--- config.mk ---
export PLATFORM = sky130hd
export DESIGN_NAME = serial_adder8
export DESIGN_NICKNAME = d
export VERILOG_FILES = /design/src/rtl/serial_adder8.sv
export SDC_FILE = /design/constraint.sdc
export NUM_CORES = 1
export LEC_CHECK = 0
export ABC_AREA = 1
export CORE_MARGIN = 3
export CORE_UTILIZATION = 50
export DETAILED_ROUTE_END_ITERATION = 8
export PLACE_DENSITY = 0.76
export SETUP_SLACK_MARGIN = 0.2
export SYNTH_ARGS = -nofsm -noshare
export SYNTH_HDL_FRONTEND = slang
export SYNTH_SLANG_ARGS = --single-unit
--- constraint.sdc ---
create_clock -name clk -period 2 [get_ports clk]
set_input_delay 0.4 -clock clk [delete_from_list [all_inputs] [get_ports clk]]
set_output_delay 0.4 -clock clk [all_outputs]
set_load 0.01 [all_outputs]
--- src/rtl/serial_adder8.sv ---
// Bit-serial two's-complement adder: one full-adder cell and a registered carry,
// WIDTH clocks per add behind a start/done handshake, with carry-out and signed overflow flags.
module serial_adder8 #(
  parameter int unsigned WIDTH = 8
) (
  input  logic             clk,
  input  logic             rst,
  input  logic             start,
  input  logic [WIDTH-1:0] a,
  input  logic [WIDTH-1:0] b,
  output logic [WIDTH-1:0] sum,
  output logic             carryout,
  output logic             overflow,
  output logic             busy,
  output logic             done
);

  localparam int unsigned CNT_W = (WIDTH > 1) ? $clog2(WIDTH) : 1;
  localparam int unsigned SUM_W = WIDTH - 1;

  typedef enum logic [1:0] {
    IDLE = 2'd0,
    RUN  = 2'd1,
    DONE = 2'd2
  } state_t;

  state_t             state;
  state_t             state_next;
  logic [WIDTH-1:0]   sh_a;
  logic [WIDTH-1:0]   sh_b;
  logic [SUM_W-1:0]   sh_s;
  logic               carry;
  logic               cin_msb;
  logic [CNT_W-1:0]   cnt;
  logic               s_bit_c;
  logic               c_next_c;
  logic               last_c;
  logic               pre_msb_c;

  // Single full-adder cell over the current LSBs and the registered carry.
  always_comb begin
    s_bit_c   = sh_a[0] ^ sh_b[0] ^ carry;
    c_next_c  = (sh_a[0] & sh_b[0]) | (sh_a[0] & carry) | (sh_b[0] & carry);
    last_c    = (cnt == CNT_W'(WIDTH - 1));
    pre_msb_c = (cnt == CNT_W'(WIDTH - 2));
  end

  always_ff @(posedge clk) begin
    if (rst) begin
      state <= IDLE;
    end else begin
      state <= state_next;
    end
  end

  always_comb begin
    state_next = state;
    case (state)
      IDLE:    if (start) state_next = RUN;
      RUN:     if (last_c) state_next = DONE;
      DONE:    state_next = IDLE;
      default: state_next = IDLE;
    endcase
  end

  // Datapath: operand/sum shifters, carry and counter; result registers load only on RUN->DONE.
  always_ff @(posedge clk) begin
    if (rst) begin
      sh_a     <= '0;
      sh_b     <= '0;
      sh_s     <= '0;
      carry    <= 1'b0;
      cin_msb  <= 1'b0;
      cnt      <= '0;
      sum      <= '0;
      carryout <= 1'b0;
      overflow <= 1'b0;
      busy     <= 1'b0;
      done     <= 1'b0;
    end else begin
      busy <= (state_next == RUN);
      done <= (state_next == DONE);
      case (state)
        IDLE: begin
          if (start) begin
            sh_a  <= a;
            sh_b  <= b;
            carry <= 1'b0;
            cnt   <= '0;
          end
        end
        RUN: begin
          sh_a  <= {1'b0, sh_a[WIDTH-1:1]};
          sh_b  <= {1'b0, sh_b[WIDTH-1:1]};
          // The sum bit enters at the top; the shifter holds the low WIDTH-1 bits.
          sh_s  <= SUM_W'({s_bit_c, sh_s} >> 1);
          carry <= c_next_c;
          cnt   <= cnt + CNT_W'(1);
          if (pre_msb_c) begin
            cin_msb <= c_next_c;
          end
          if (last_c) begin
            sum      <= {s_bit_c, sh_s};
            carryout <= c_next_c;
            overflow <= cin_msb ^ c_next_c;
          end
        end
        default: ;
      endcase
    end
  end

endmodule

[After elaboration in Yosys (flattened, before gate mapping)]
Cells that the tools add are included.
Storage, ports and cells
  flip-flop bits (word level): 42
  latch bits: 0
  RAM bits: 0
  bits in read-only memories: 0
  input port bits: 19
  output and inout port bits: 12
  logic and storage cells: 43
  memories kept: 0
Operators by class
  add/subtract/negate cells: 1
  multiply operators: 0
  divide/modulo/power cells: 0
  $lt $le $gt $ge: 0
  equal/unequal tests: 6
  shifts and indexed selects: 0
  muxes and demuxes: 11
  bitwise gates (word level): 8
  reduce and logical (&&, ||, !) cells: 5
Operator list (count)
  8-bit one-hot mux with 2 select lines: 2
  8-bit 2-to-1 mux: 2
  3-bit == test (second input constant): 2
  3-bit one-hot mux with 2 select lines: 1
  2-bit AND reduction: 3
  2-bit by 1-bit == test with 1-bit output (second input constant): 2
  2-bit 2-to-1 mux: 2
  2-bit one-hot mux with 2 select lines: 1
  3-bit by 1-bit adder with 3-bit output (second input constant): 1
  1-bit AND: 3
  3-bit 2-to-1 mux: 1
  1-bit XOR: 3
  2-bit == test (second input constant): 1
  2-bit logical NOT: 1
  2-bit != test (second input constant): 1
  1-bit OR: 2
  1-bit one-hot mux with 2 select lines: 1
  2-bit nonzero test: 1
  1-bit 2-to-1 mux: 1

[Logic depth before layout (Yosys ltp)]
  depth after elaboration: 4
  mapped depth: 8
  depth with buffers taken out: 7

[Least setup slack after synthesis]
Ideal clock, no wire load.
  path kind: flip-flop to flip-flop
  start: register cnt[0]
  end: register carryout
  library setup time: 0.116 ns
  arrival time: 1.131 ns
  required time: 1.884 ns
  path slack: 0.754 ns
  stages on the path, launching flop included: 8
  buffers on the path: 1
  period minus slack after synthesis: 1.246 ns
  cell sequence: dfxtp_1 -> ha_1 -> ha_1 -> nand2_2 -> nor2_4 -> buf_4 -> o21ai_0 -> nor2_1
On the way
  word-level cells in the longest chain between the ends: 2
RTL lines
  start: declaration: RTL line 34  | logic [CNT_W-1:0] cnt;
  start signal: assignment: RTL line 98  | cnt <= cnt + CNT_W'(1);
  3-bit == test: RTL line 44  | last_c = (cnt == CNT_W'(WIDTH - 1));
  2-bit AND reduction (no line)
  end signal: assignment: RTL line 104  | carryout <= c_next_c;
  end: declaration: RTL line 12  | output logic carryout,
Every way passes these cells.
A chain may end at the register's enable or synchronous reset.

[Worst setup path after layout]
  start: register sum[2]
  end: output port sum[2]
RTL lines
  start: declaration: RTL line 11  | output logic [WIDTH-1:0] sum,
  start signal: assignment: RTL line 103  | sum <= {s_bit_c, sh_s};
No word-level cell between the ends.

==> metrics.txt <==
status completed; worst endpoint required time 1600 ps; Worst-Margin Slew 287 ps; area used by multi-input combinational logic 754 µm²; endpoint type of the worst setup path primary output; wire length of the first global-routing pass 6090 µm; remaining design rule violation count 0; end point of the most critical hold path sh_a[6]$_SDFFE_PP0P_; post-synthesis area per instance 7.46 µm²; vias post-DR 1506; count of TritonRoute iterations in the first routing pass 4; Hold Crit Start sh_a[6]$_SDFFE_PP0P_; most common library cell in the layout ignoring fill and taps dfxtp_1; shortest period the worst path allows 1660 ps; width of the die 66.1 µm; endpoint of the most critical register-to-register path sh_b[6]$_SDFFE_PP0P_; maximum number of pins on one net before global-route repair 29; setup slack of the worst register-to-register path 580 ps; reg2reg path depth 5; remaining global-route overflow 0; total placed cells including tap cells 310; endpoint arrival time on the critical path 1260 ps; flops & latches, synth 42; routability congestion estimate from global placement 0.757; clock transition time at the flip-flop clock pins of the worst setup and hold paths 130 ps; highest cell delay on the worst timing path 540 ps; final net count 294; overall global routing resource usage 18.1%; starting density of the core 52.9%; Final Worst Setup Slack 340 ps; Peak Freq 603 MHz; number of failing setup endpoints in the final timing report 0; TritonCTS clock tree built; Worst Skew 5.79 ps; Via-to-Cell Ratio 4.74; Layout fillers 338; largest voltage drop on the vdd net 0.463 mV; FF/Latch Area 841 µm²; highest fanout seen on the critical path 2; synthesized net count 265; number of antenna diodes 0; count of pins over their slew limit 0; root buf cell clkbuf_4; final antenna-violating net count 0; reg-to-reg startpoint state[1]$_SDFF_PP0_; count of synthesis-stage warnings from yosys 0; detailed placer's ending HPWL 2260 µm; CTS Hold Buffers Added 0; number of buffer cells added on primary ports 30; number of distinct library cell variants in the gate-level netlist after synthesis 23; CP Buf/Inv Count 1; number of global-route vias before repair 1403; Clk Latency, worst-skew pair 360 ps; maximum level of the CTS H-tree 2; number of cells on the worst hold path 2; Hold Fails Final Rpt 0; startpoint class of the critical path flip-flop; highest-count cells in the layout ignoring fill and taps 42 x dfxtp_1, 39 x nand2_1, 36 x nor2_1; crit path kind reg2out; synthesized instance count 242; combined area of all synthesized cells 0.00181 mm²; antenna violations before repair 0; number of logic stages on the critical path including buffering 1; post-route clock period utilization 83.0%; critical path's top delay family buffers and inverters; Core Rows 21; slowest cell on the critical path clkdlybuf4s50_1; Maximum Capacitance Violations 0; Hold Crit Class reg2reg; Post-CTS Resized 0; Leakage Power 0.000950 µW; DR iter-0 viols 68; worst relative slew slack 80.8%; Avg WL per Cell 10.5 µm; die footprint 0.00437 mm²; Final Power 1550 µW; buffer levels on the longest clock path 2; placeable core region 0.00342 mm²; overall routed net length 3350 µm; PwrDens 713 mW/mm²; Setup Total Neg Slack 0 ps; total cell area at the placement stage 0.00211 mm²; share of post-route cells with drive strength above 1 8.09%; Layout Cells excl Fill 318; count of buffers added by post-CTS timing repair for setup 0; Sinks on Clock Net 42; height of the die 66.1 µm; area growth from synthesis to layout 20.4%; total I/O pin count 31; cts bufs inserted 5; setup repair after global routing missed its margin no; Post-Layout Inst Area 0.00217 mm²; cell chain of the critical path clkdlybuf4s50_1; register area share after synthesis 46.6%; Post-Place Worst Slack 429 ps
==> cell families (layout without fill, tap and decap cells) <==
logic type               after synthesis  after routing  share of synthesized area, %
AND/OR/NAND/NOR                      100            100                          24.0
AO/OA/AOI/OAI                         50             50                          14.1
XOR/XNOR                               1              1                         0.485
flip-flops                            42             42                          46.6
buffers and inverters                 45             75                          11.6
adder cells (fa/ha/maj)                4              4                          3.19
==> sequential cells by signal, indices dropped and copies added, names as in the netlist <==
name      flops
busy          1
carry         1
carryout      1
cin_msb       1
cnt           3
done          1
overflow      1
sh_a          8
sh_b          8
sh_s          7
state         2
sum           8
==> area by class of cell <==
| cell class | instances | share of cell area (%) |
|---|---|---|
| clock buffers | 6 | 2.36 |
| clock inverters | 2 | 0.575 |
| inverters | 32 | 5.52 |
| multi-input cells | 155 | 34.7 |
| flip-flops and latches | 42 | 38.7 |
| well taps | 46 | 2.65 |
| repair buffers | 35 | 15.5 |
==> per-layer routing <==
metal / global-route usage [%] / routed length, µm / vias up
met5: 0 / 0 / -
li1: - / - / 814
met2: 28.0 / 1480 / 31
met3: 6.12 / 168 / 5
met4: 6.09 / 51 / 0
met1: 23.6 / 1650 / 656
==> how the worst max path moves through the flow <==
| stage | end | start |
|---|---|---|
| finish | sum[2] | sum[2]$_SDFFE_PP0P_ |
| global route | sum[2] | sum[2]$_SDFFE_PP0P_ |
| CTS | sum[2] | sum[2]$_SDFFE_PP0P_ |
| detailed placement | sh_b[1]$_SDFFE_PP0P_ | start |
| global placement | sh_b[0]$_SDFFE_PP0P_ | start |
| floorplan | carryout$_SDFFE_PP0P_ | cnt[0]$_SDFFE_PP0P_ |
==> synth_stat cells <==
master / instances / area [µm²]
a21oi_1: 25 / 125
buf_1: 1 / 3.75
buf_2: 3 / 15.0
buf_4: 4 / 30.0
buf_6: 3 / 33.8
clkbuf_1: 2 / 7.51
dfxtp_1: 42 / 841
fa_1: 1 / 20.0
ha_1: 3 / 37.5
inv_1: 30 / 113
inv_2: 2 / 7.51
nand2_1: 39 / 146
nand2_2: 1 / 6.26
nand2_4: 3 / 33.8
nand3_1: 18 / 90.1
nor2_1: 36 / 135
nor2_4: 1 / 11.3
nor3_1: 1 / 5.00
o21ai_0: 22 / 110
o21ai_1: 2 / 10.0
o21ai_2: 1 / 8.76
or2_2: 1 / 6.26
xnor2_1: 1 / 8.76
==> where the power goes <==
part	internal, µW	switching [µW]
sequential	878	23.9
combinational	89.8	105
clock	169	285
==> worst min-delay path: stages (launching register included) <==
cell	delay (ps)
dfxtp_1	330
nand2_1	60
a21oi_1	60
==> metrics by stage <==
stage,hold WS (ps),util (%)
CTS,474,63.7
global route,496,63.7
floorplan,441,-
global placement,451,61.8
detailed placement,457,61.8
finish,476,63.7
(Power assumes the default switching activity.)
